## config.mk

```make
export PLATFORM = sky130hd
export DESIGN_NAME = register_bank_plus
export DESIGN_NICKNAME = d
export VERILOG_FILES = /design/src/rtl/register_bank_plus_pkg.sv /design/src/rtl/register_bank_plus_read_port.sv /design/src/rtl/register_bank_plus.sv
export SDC_FILE = /design/constraint.sdc
export NUM_CORES = 1
export LEC_CHECK = 0
export BUFFER_PORTS_ARGS = -buffer_cell sky130_fd_sc_hd__buf_2
export CAP_MARGIN = 25
export CORE_MARGIN = 2
export CORE_UTILIZATION = 25
export DETAILED_ROUTE_END_ITERATION = 10
export MAX_ROUTING_LAYER = met4
export PLACE_DENSITY = 0.49
export SLEW_MARGIN = 40
export SYNTH_ARGS = -nofsm -noshare
export SYNTH_HDL_FRONTEND = slang
export SYNTH_SLANG_ARGS = --single-unit
```

## constraint.sdc

```tcl
create_clock -name clk -period 2.1 [get_ports clk]
set_input_delay 0.21 -clock clk [delete_from_list [all_inputs] [get_ports clk]]
set_output_delay 0.21 -clock clk [all_outputs]
set_load 0.05 [all_outputs]
```

## src/rtl/register_bank_plus_pkg.sv

```systemverilog
// -----------------------------------------------------------------------------
// reg_bank_pkg
// Shared defaults and helpers for register_bank_plus and its read ports.
//   DEF_DATA_W     default register width
//   DEF_NUM_REGS   default register count
//   DEF_COUNT_STEP default increment applied to register 0
//   addr_valid()   true when an address selects an implemented register
// -----------------------------------------------------------------------------
package reg_bank_pkg;

  localparam int DEF_DATA_W     = 8;
  localparam int DEF_NUM_REGS   = 8;
  localparam int DEF_COUNT_STEP = 4;

  // Registers need not be a power of two, so the top of the address space may be empty.
  function automatic logic addr_valid(input logic [31:0] addr, input logic [31:0] num_regs);
    return (addr < num_regs);
  endfunction

endpackage

```

## src/rtl/register_bank_plus_read_port.sv

```systemverilog
// -----------------------------------------------------------------------------
// reg_bank_read_port
// One combinational read port of register_bank_plus.
// Build option: REG_BANK_BYPASS_EN forwards an in-flight write to this port.
// Ports:
//   i_load        read enable (disabled port drives 0)
//   i_addr        read address (unimplemented address reads 0)
//   i_bank        flat copy of every register, reg i at [i*DATA_W +: DATA_W]
//   i_save        write strobe of the bank (used only for forwarding)
//   i_save_addr   write address of the bank (used only for forwarding)
//   i_save_value  write data of the bank (used only for forwarding)
//   o_data        read data
// -----------------------------------------------------------------------------
module reg_bank_read_port
  import reg_bank_pkg::*;
#(
  parameter int DATA_W   = DEF_DATA_W,
  parameter int NUM_REGS = DEF_NUM_REGS,
  parameter int ADDR_W   = $clog2(NUM_REGS)
) (
  input  logic                       i_load,
  input  logic [ADDR_W-1:0]          i_addr,
  input  logic [NUM_REGS*DATA_W-1:0] i_bank,
  input  logic                       i_save,
  input  logic [ADDR_W-1:0]          i_save_addr,
  input  logic [DATA_W-1:0]          i_save_value,
  output logic [DATA_W-1:0]          o_data
);

  logic [DATA_W-1:0] w_stored;
  logic              w_fwd;

  // Select the addressed register; the loop leaves unimplemented addresses at zero.
  always_comb begin
    w_stored = {DATA_W{1'b0}};
    for (int i = 0; i < NUM_REGS; i++) begin
      if (i_addr == ADDR_W'(i)) begin
        w_stored = i_bank[i*DATA_W +: DATA_W];
      end else begin
        w_stored = w_stored;
      end
    end
  end

`ifdef REG_BANK_BYPASS_EN
  // A dropped (out-of-range) write must never be forwarded.
  assign w_fwd = i_save && addr_valid(32'(i_save_addr), 32'(NUM_REGS)) && (i_addr == i_save_addr);
`else
  logic w_unused_bypass;
  assign w_unused_bypass = ^{i_save, i_save_addr, i_save_value};
  assign w_fwd = 1'b0;
`endif

  // Enable gate and optional forwarding mux.
  always_comb begin
    if (!i_load) begin
      o_data = {DATA_W{1'b0}};
    end else if (w_fwd) begin
      o_data = i_save_value;
    end else begin
      o_data = w_stored;
    end
  end

endmodule

```

## src/rtl/register_bank_plus.sv

```systemverilog
// -----------------------------------------------------------------------------
// register_bank_plus
// NUM_REGS x DATA_W register bank with one write port, two read ports, a flat
// always-visible copy of the bank and a COUNT_STEP counter on register 0.
// Build option: REG_BANK_BYPASS_EN enables write-to-read forwarding on both ports.
// Ports:
//   clk, rst                   rising-edge clock, async active-high reset
//   save/save_addr/save_value  write port (out-of-range address drops the write)
//   load_a/addr_a/out_a        read port A, combinational
//   load_b/addr_b/out_b        read port B, combinational
//   count_en                   advance register 0 by COUNT_STEP (a write to reg 0 wins)
//   count_out                  registered value of register 0
//   always_output              all registers, reg i at [i*DATA_W +: DATA_W]
// -----------------------------------------------------------------------------
module register_bank_plus
  import reg_bank_pkg::*;
#(
  parameter int  UUID       = 0,
  parameter int  DATA_W     = DEF_DATA_W,
  parameter int  NUM_REGS   = DEF_NUM_REGS,
  parameter int  COUNT_STEP = DEF_COUNT_STEP,
  localparam int ADDR_W     = $clog2(NUM_REGS)
) (
  input  logic                       clk,
  input  logic                       rst,
  input  logic                       save,
  input  logic [ADDR_W-1:0]          save_addr,
  input  logic [DATA_W-1:0]          save_value,
  input  logic                       load_a,
  input  logic [ADDR_W-1:0]          addr_a,
  output logic [DATA_W-1:0]          out_a,
  input  logic                       load_b,
  input  logic [ADDR_W-1:0]          addr_b,
  output logic [DATA_W-1:0]          out_b,
  input  logic                       count_en,
  output logic [DATA_W-1:0]          count_out,
  output logic [NUM_REGS*DATA_W-1:0] always_output
);

  logic [DATA_W-1:0]          r_regs [NUM_REGS];
  logic [NUM_REGS*DATA_W-1:0] w_bank;
  logic                       w_save_ok;

  assign w_save_ok = save && addr_valid(32'(save_addr), 32'(NUM_REGS));

  // Storage and program counter; the write is applied after the increment so a
  // jump to register 0 overrides the count on the same edge.
  always_ff @(posedge clk or posedge rst) begin
    if (rst) begin
      for (int i = 0; i < NUM_REGS; i++) begin
        r_regs[i] <= {DATA_W{1'b0}};
      end
    end else begin
      if (count_en) begin
        r_regs[0] <= r_regs[0] + DATA_W'(COUNT_STEP);
      end
      for (int i = 0; i < NUM_REGS; i++) begin
        if (w_save_ok && (save_addr == ADDR_W'(i))) begin
          r_regs[i] <= save_value;
        end
      end
    end
  end

  for (genvar g = 0; g < NUM_REGS; g++) begin : g_flat
    assign w_bank[g*DATA_W +: DATA_W] = r_regs[g];
  end

  assign always_output = w_bank;
  assign count_out     = r_regs[0];

  reg_bank_read_port #(
    .DATA_W   (DATA_W),
    .NUM_REGS (NUM_REGS),
    .ADDR_W   (ADDR_W)
  ) u_port_a (
    .i_load       (load_a),
    .i_addr       (addr_a),
    .i_bank       (w_bank),
    .i_save       (save),
    .i_save_addr  (save_addr),
    .i_save_value (save_value),
    .o_data       (out_a)
  );

  reg_bank_read_port #(
    .DATA_W   (DATA_W),
    .NUM_REGS (NUM_REGS),
    .ADDR_W   (ADDR_W)
  ) u_port_b (
    .i_load       (load_b),
    .i_addr       (addr_b),
    .i_bank       (w_bank),
    .i_save       (save),
    .i_save_addr  (save_addr),
    .i_save_value (save_value),
    .o_data       (out_b)
  );

endmodule
```

==> results.yml, run 1 <==
routing:
  drc: 0
  ant_nets: 0
  drt_first_iter_violations: 140
  wl_mm: 12.7
  wl_per_cell_um: 20.3
  vias: 3147
  via_per_inst: 5.04
  drt-pass1-iter-count: 4
critical_path:
  crit_fanout: 5
  worst_ep_required_time_ns: 1.89
  crit_family: "multiplexers"
  cp_cell_sequence: "mux4_2 -> nand2b_1 -> and3_1 -> buf_2"
  start_kind: "flop"
  r2r_slack_ns: 0.92
  r2r-start: "count_out[3]"
  r2r_cells: 5
  crit_arrival_ns: 1.78
  setup.worst_path.class: "reg2out"
  critPathCaptureType: "primary output"
  r2r-end: "count_out[4]"
  critical_path_buf_inv_count: 1
  cpPeakStageDelay_ns: 0.46
  cp_slowest_cell: "mux4_2"
clock_tree:
  cts_tree: "built"
  h-tree-depth: 3
  ctsHoldBuffers: 1
  numCtsBuffers: 9
  cts_resized: 0
  clk_path_buf_depth: 2
  path_clk_slew_ns: 0.06
  clock-root-buffer: "clkbuf_16"
  cts_sinks: 64
  cts_setup_buffers: 0
  clk_latency_ns: 0.33
finish:
  drive_gt1_share_pct: 53.1
  area_growth_pct: 28.4
  seqCellArea_um2: 1600
  stdcell_area_um2: 4880
  multi_input_area_um2: 2010
  nFillCells: 1531
  final_nets: 457
  insertedDiodeCount: 0
  final_util_pct: 32.5
worst_hold_path:
  hold_depth: 3
  min_to: "always_output[17]"
  min_from: "save_value[1]"
  hold_class: "in2reg"
synth:
  synth_top_family_by_area: "multiplexers"
  yosys.area.top_type: "dfrtp_1"
  synth_seq_area_share_pct: 42.1
  netlist_instances: 321
  muxShareOfSynthArea_pct: 32.9
  synthAdderAreaFrac_pct: 0.329
  synthMostInstantiatedCell: "mux2_2"
  syn-num-nets: 345
  avgSynthCellArea_um2: 11.8
  yosys.area_share.simple_pct: 8.78
  synth_compound_gate_area_share_pct: 9.54
  synth_xor_area_share_pct: 1.15
  yosysWarnings: 0
  synth_edf_count: 0
  synth_area_leaders: "dfrtp_1 42%, mux2_2 20%, mux2i_1 7.1%, mux4_2 5.3%, buf_4 2.8%"
  async_reset_ff_share_pct: 100
  synthTopCellsByCount: "69 x mux2_2, 64 x dfrtp_1, 27 x mux2i_1, 21 x o21ai_0, 15 x nand2_1"
  synth_ff_type: "dfrtp_1"
  synth_area_um2: 3800
  synth_top_area_share_pct: 42.1
  synth.distinct_cells: 37
  synth_seq_cells: 64
global_routing:
  grt_usage_pct: 16.4
  grt_pass1_vias: 3150
  grt_max_degree: 65
  grt_overflow: 0
  grt_pass1_wl_mm: 19.3
  antenna_found_initial: 0
timing:
  max_freq_ghz: 0.502
  report.final.slew_viol_count: 0
  max_slew_margin_pct: 58.9
  fin_crit_ns: 1.99
  finalSetupViolCount: 0
  holdWs_ns: 0.192
  fin_tns_setup_ns: 0
  period_share_pct: 94.9
  finClkSkew_ns: 0.00327
  rsz0062_at_grt: "false"
  worst_slew_pin_slew_ns: 0.615
  hold_viol: 0
placement:
  gp_congestion: 0.862
  dpl_cell_area_um2: 4600
  io_buffers: 110
  dpl.hpwl_mm: 9.16
floorplanning:
  start_util_pct: 25.3
  die_x_um: 127
  fp.coreArea_um2: 15000
  rows: 45
  die_area_um2: 16200
  io_pins: 111
  die_h_um: 127
run_status:
  status: "completed"
power_and_ir_drop:
  vdd_ir_drop_max_v: 0.000545
  power_density_nw_per_um2: 1290
  p_leak_nw: 2.23
job:
  max_cap_viol_count: 0
[worst max path at each step]
stage	from	endpoint	slack, ns	cells after the start
detailed placement	addr_a[1]	out_a[1]	0.34	6
CTS	count_out[5]	out_a[5]	0.09	4
global route	count_out[4]	out_a[4]	0.03	5
floorplan	addr_a[0]	out_a[3]	-0.02	5
global placement	addr_a[2]	out_a[6]	0.36	5
finish	always_output[54]	out_a[6]	0.11	4
[sequential cells by signal, summed over array words and instances, names as in the netlist]
signal / flops
count_out: 8
always_output: 56
[final cells by class]
class,count,share of cell area (%)
multi-input cells,224,41.2
repair buffers,131,15.3
well taps,188,4.82
flip-flops and latches,64,32.8
inverters,3,0.231
clock buffers,12,5.25
clock inverters,3,0.359
[placed cells by master, fill, tap and decap left out, types with 2 or more instances in the layout]
cell type / instances
nor2_1: 10
xor2_1: 3
mux2i_1: 27
a211oi_1: 3
inv_1: 2
o211ai_1: 3
a32o_1: 3
o221ai_1: 6
nand2_1: 15
nor3b_4: 2
xnor2_1: 2
mux4_2: 9
mux2_2: 69
buf_4: 17
nand3_1: 3
nand4b_1: 3
o21ai_0: 19
and3_1: 3
buf_12: 3
a211oi_2: 2
nor2b_1: 6
a21oi_1: 6
nand4_1: 3
clkinv_2: 2
buf_2: 110
a21o_1: 3
nand2b_1: 4
o22ai_1: 9
clkbuf_8: 2
dfrtp_1: 64
nor3_2: 2
clkbuf_16: 9
o21ai_1: 2
[per-layer routing]
| layer | GRT usage, % | vias to the layer above | share of wire (%) |
|---|---|---|---|
| met1 | 21.9 | 1601 | 46 |
| met4 | 3.94 | 0 | 0.72 |
| li1 | - | 1427 | - |
| met5 | - | - | 0 |
| met3 | 2.47 | 12 | 4.1 |
| met2 | 26.3 | 107 | 49 |
[cells by family (layout without fill, tap and decap cells)]
group,Yosys count,count (layout)
buf+inv,33,149
xor+xnor,5,5
simple gates,56,56
fa+ha+maj,1,1
mux,105,105
compound gates,57,57
flops,64,64
[report_power, final]
part	internal [mW]	total, mW	switching (mW)	leakage [nW]
clock network	0.852	1.40	0.543	0.134
logic	0.855	2.97	2.12	1.33
registers	1.54	1.91	0.372	0.769
[stage by stage]
stage               power (mW)  worst slack (ns)  std cells
global placement          4.90             0.357        609
CTS                       6.33            0.0856        625
global route              6.55            0.0256        625
detailed placement        4.92             0.338        609
finish                    6.28             0.107        625
floorplan                 4.19           -0.0201        321
[tightest hold or removal path: cells and delay by family]
kind                   cells  cell delay [ns]
buffers and inverters      1             0.16
AO/OA/AOI/OAI              1             0.06
AND/OR/NAND/NOR            1             0.06
Note: power is estimated with default switching activity, not from simulation.
==> inputs of run 2 (changes only) <==
--- a/config.mk
+++ b/config.mk
@@ -9,8 +9,8 @@
 export CAP_MARGIN = 25
 export CORE_MARGIN = 2
 export CORE_UTILIZATION = 25
+export CTS_BUF_LIST = sky130_fd_sc_hd__clkbuf_8
 export DETAILED_ROUTE_END_ITERATION = 10
-export MAX_ROUTING_LAYER = met4
 export PLACE_DENSITY = 0.49
 export SLEW_MARGIN = 40
 export SYNTH_ARGS = -nofsm -noshare
==> run 2 against run 1 <==
- first-iteration DRC count is 0.71% higher
- critical path type unchanged
- largest cell class unchanged
- combinational power hardly changed
- critical path depth stayed put
- fmax is 1.6% lower
- highest routed layer unchanged
==> results.yml, run 2 (same netlist as run 1, synthesis figures left out) <==
run_status:
  status: "completed"
clock_tree:
  clk_latency_ns: 0.34
  path_clk_slew_ns: 0.08
  cts_tree: "built"
  cts_sinks: 64
  numCtsBuffers: 9
  clock-root-buffer: "clkbuf_8"
  h-tree-depth: 3
  clk_path_buf_depth: 2
  cts_setup_buffers: 0
finish:
  final_cell_mix: "109 x buf_2, 69 x mux2_2, 64 x dfrtp_1"
  final_common_cell: "buf_2"
  nFillCells: 1544
  drive_gt1_share_pct: 53.1
  stdcell_area_um2: 4780
  multi_input_area_um2: 2010
  insertedDiodeCount: 0
  largest_register_ffs: 56
  seqCellArea_um2: 1600
  final_nets: 457
  area_growth_pct: 25.8
power_and_ir_drop:
  p_int_mw: 2.87
  p_clk_share_pct: 16.6
  vdd_ir_drop_max_v: 0.000522
  p_sw_share_pct: 50.9
  power_density_nw_per_um2: 1220
  p_leak_nw: 2.19
  combPwrFrac_pct: 50.8
  finalPower_mw: 5.85
  pwr-share-seq_pct: 32.6
  switching_power_mw: 2.98
critical_path:
  setup.worst_path.class: "reg2out"
  r2r_cells: 5
  start_kind: "flop"
  crit_fanout: 5
  r2r-start: "count_out[3]"
  crit_path_start: "always_output[54]"
  r2r-end: "count_out[4]"
  r2r_slack_ns: 0.92
  critPathCaptureType: "primary output"
  worst_ep_required_time_ns: 1.89
  crit_arrival_ns: 1.81
worst_hold_path:
  hold_depth: 3
  hold_class: "in2reg"
  min_to: "always_output[17]"
  min_from: "save_value[1]"
timing:
  fin_crit_ns: 2.02
  finalSetupViolCount: 0
  max_freq_ghz: 0.494
  worst_slew_pin_slew_ns: 0.615
  max_slew_margin_pct: 59.0
  finClkSkew_ns: 0.00207
  report.final.slew_viol_count: 0
  period_share_pct: 96.4
  hold_viol: 0
  rsz0062_at_grt: "false"
routing:
  drc: 0
  wl_mm: 12.7
  vias: 3114
  drt_first_iter_violations: 141
  drt-pass1-iter-count: 4
  wl_per_cell_um: 20.3
  ant_nets: 0
  via_per_inst: 4.98
floorplanning:
  die_h_um: 127
  die_x_um: 127
  rows: 45
  start_util_pct: 25.3
  fp.coreArea_um2: 15000
  die_area_um2: 16200
  io_pins: 111
placement:
  gp_congestion: 0.849
  dpl.hpwl_mm: 9.16
  dpl_cell_area_um2: 4600
  io_buffers: 110
global_routing:
  grt_pass1_vias: 3140
  grt_pass1_wl_mm: 19.3
  grt_max_degree: 65
  grt_usage_pct: 15.9
  antenna_found_initial: 0
  grt_overflow: 0
job:
  max_cap_viol_count: 0
-- run 2: worst max-delay path, cell delays in order, from the launching register on --
cell,delay (ns)
dfrtp_1,0.46
mux4_2,0.46
nand2b_1,0.14
and3_1,0.19
buf_2,0.21
-- run 2: how the worst max path moves through the flow --
stage | end | slack [ns]
2_1_floorplan | out_a[3] | -0.02
3_3_place_gp | out_a[6] | 0.36
3_5_place_dp | out_a[1] | 0.34
4_1_cts | out_a[5] | 0.06
5_1_grt | out_a[4] | 0.007
6_report | out_a[6] | 0.08
-- run 2: power groups by stage --
| stage | logic [mW] | registers (mW) | clock network, mW |
|---|---|---|---|
| 2_1_floorplan | 1.27 | 2.92 | 0 |
| 3_3_place_gp | 2.97 | 1.93 | 0 |
| 3_5_place_dp | 2.99 | 1.94 | 0 |
| 4_1_cts | 2.99 | 1.91 | 0.997 |
| 5_1_grt | 3.11 | 1.97 | 1.04 |
| 6_report | 2.97 | 1.91 | 0.972 |
-- run 2: area by class of cell --
| class | instances | area share [%] |
|---|---|---|
| inverter | 3 | 0.235 |
| tap | 188 | 4.92 |
| clock inverter | 4 | 0.445 |
| timing repair buffer | 131 | 15.7 |
| clock buffer | 11 | 3.16 |
| sequential | 64 | 33.5 |
| multi-input combinational | 224 | 42.1 |
-- run 2: layer usage --
layer	vias to the layer above	track usage [%]	share of wire (%)
met4	0	3.56	0.78
met1	1598	21.6	46
li1	1417	-	-
met5	-	0	0
met2	88	26.3	49
met3	11	2.93	4.3
-- run 2: metrics by stage --
stage / std cells / utilization [%] / setup TNS, ns / hold WS [ns] / worst slack [ns]
after floorplan: 321 / - / -0.0403 / 0.327 / -0.0201
after global placement: 609 / 30.6 / 0 / 0.318 / 0.357
after detailed placement: 609 / 30.6 / 0 / 0.314 / 0.338
after CTS: 625 / 31.8 / 0 / 0.159 / 0.0580
after global routing: 625 / 31.8 / 0 / 0.190 / 0.00727
final: 625 / 31.8 / 0 / 0.170 / 0.0753
-- run 2: what timing repair did --
action	CTS	global route
endpoints found under the hold margin	64	0
resized for setup	0	1
setup endpoints to repair	0	1
hold buffers	1	0
==> inputs of run 3 (changes only) <==
--- a/config.mk
+++ b/config.mk
@@ -7,11 +7,12 @@
 export LEC_CHECK = 0
 export BUFFER_PORTS_ARGS = -buffer_cell sky130_fd_sc_hd__buf_2
 export CAP_MARGIN = 25
+export CORE_ASPECT_RATIO = 1.75
 export CORE_MARGIN = 2
 export CORE_UTILIZATION = 25
 export CTS_BUF_LIST = sky130_fd_sc_hd__clkbuf_8
 export DETAILED_ROUTE_END_ITERATION = 10
-export PLACE_DENSITY = 0.49
+export PLACE_DENSITY = 0.54
 export SLEW_MARGIN = 40
 export SYNTH_ARGS = -nofsm -noshare
 export SYNTH_HDL_FRONTEND = slang
==> run 3 against run 2 <==
- global-route usage grew 0.066 points
- first-iteration DRC count rose by 18%
- combinational power hardly changed
- register-to-register slack worse by 0.03 ns
- core utilization rose by 0.23 points
- critical path type unchanged
- largest cell class unchanged
- highest routed layer unchanged
==> results.yml, run 3 (same netlist as run 1, synthesis figures left out) <==
critical_path:
  cpPeakStageDelay_ns: 0.47
  worst_ep_required_time_ns: 1.89
  setup.worst_path.class: "reg2out"
  start_kind: "flop"
  crit_fanout: 4
  critPathCaptureType: "primary output"
  cp_cell_sequence: "mux4_2 -> nand2b_1 -> and3_1 -> buf_2"
  crit_arrival_ns: 1.78
  cp_slowest_cell: "mux4_2"
finish:
  fin_cells: 618
  final_common_cell: "buf_2"
  insertedDiodeCount: 0
  stdcell_area_um2: 4780
  nFillCells: 1586
  final_nets: 454
  area_growth_pct: 25.7
  drive_gt1_share_pct: 53.1
  final_cell_mix: "109 x buf_2, 69 x mux2_2, 64 x dfrtp_1"
  largest_register_ffs: 56
global_routing:
  grt_max_degree: 43
  grt_pass1_vias: 3251
  antenna_found_initial: 0
  grt_usage_pct: 15.9
  grt_pass1_wl_mm: 19.6
  grt_overflow: 0
routing:
  via_per_inst: 5.06
  drt_first_iter_violations: 167
  wl_mm: 12.8
  wl_per_cell_um: 20.8
  vias: 3128
  drt-pass1-iter-count: 4
  ant_nets: 0
  drc: 0
clock_tree:
  h-tree-depth: 3
  numCtsBuffers: 9
  cts_tree: "built"
  clock-root-buffer: "clkbuf_8"
  cts_sinks: 64
  clk_path_buf_depth: 2
  path_clk_slew_ns: 0.07
  clk_latency_ns: 0.35
timing:
  max_slew_margin_pct: 63.2
  finalSetupViolCount: 0
  worst_slew_pin_slew_ns: 0.552
  max_freq_ghz: 0.502
  fin_crit_ns: 1.99
  holdWs_ns: 0.156
  hold_viol: 0
  finClkSkew_ns: 0.00664
  report.final.slew_viol_count: 0
  period_share_pct: 94.8
  rsz0062_at_grt: "false"
  setup_slack_ns: 0.109
placement:
  io_buffers: 110
  gp_congestion: 0.814
  dp.cells: 601
  place_ws_ns: 0.111
  dpl_cell_area_um2: 4560
  dpl.hpwl_mm: 9.66
power_and_ir_drop:
  finalPower_mw: 5.94
  vdd_ir_drop_max_v: 0.000512
  power_density_nw_per_um2: 1240
  p_leak_nw: 2.20
floorplanning:
  die_x_um: 97.2
  start_util_pct: 25.5
  fp.coreArea_um2: 14900
  rows: 59
  die_area_um2: 16300
  io_pins: 111
  die_h_um: 167
run_status:
  status: "completed"
worst_hold_path:
  hold_class: "in2reg"
job:
  max_cap_viol_count: 0
## run 3: changes by cell type in the layout (fill, tap and decap cells not counted), sizes merged
cell / delta
bufinv: +1
buf: -3
clkinvlp: -1
inv: +1
## run 3: metrics by stage
stage | setup TNS, ns | util, %
CTS | 0 | 32.0
global route | 0 | 32.1
detailed placement | 0 | 30.6
floorplan | -0.0403 | -
finish | 0 | 32.1
global placement | 0 | 30.6
## run 3: cell type report
type	instances	area [um2]	area share, %
Timing Repair Buffer	128	716	15.0
Clock inverter	5	47.5	0.995
Multi-Input combinational cell	224	2020	42.3
Inverter	3	11.3	0.236
Tap cell	183	229	4.79
Sequential cell	64	1600	33.5
Clock buffer	11	151	3.17
## run 3: routing by layer
metal | track usage (%) | share of wire, %
met1 | 17.6 | 38
met2 | 29.5 | 54
met3 | 3.01 | 5.3
met4 | 6.88 | 2.9
met5 | 0 | 0
## run 3: repair_timing
| action | CTS | global route |
|---|---|---|
| setup endpoints to repair | 0 | 3 |
| gates resized for setup | 0 | 3 |
| hold buffers | 1 | 0 |
| hold endpoints to repair | 22 | 0 |
| buffers inserted | 0 | 0 |
## run 3: path summary, 6_finish.rpt
check / start / endpoint / slack, ns / cells past startpoint
setup / recovery: always_output[62] / out_a[6] / 0.11 / 4
hold / removal: save_value[5] / count_out[5] / 0.16 / 3
setup reg to reg: count_out[2] / count_out[7] / 0.89 / 4
hold reg to reg: always_output[45] / always_output[45] / 0.56 / 1
max in group asynchronous: rst / always_output[39] / 1.01 / 4
min in group asynchronous: rst / always_output[38] / 0.46 / 3
## run 3: worst max-delay path, delay by kind of cell, from the launching register on
| kind | cells | cell delay, ns |
|---|---|---|
| flops | 1 | 0.42 |
| simple gates | 2 | 0.33 |
| buf+inv | 1 | 0.21 |
| mux | 1 | 0.47 |
## run 3: where the power goes
group / internal, mW / switching [mW]
registers: 1.54 / 0.383
clock network: 0.600 / 0.471
logic: 0.851 / 2.10
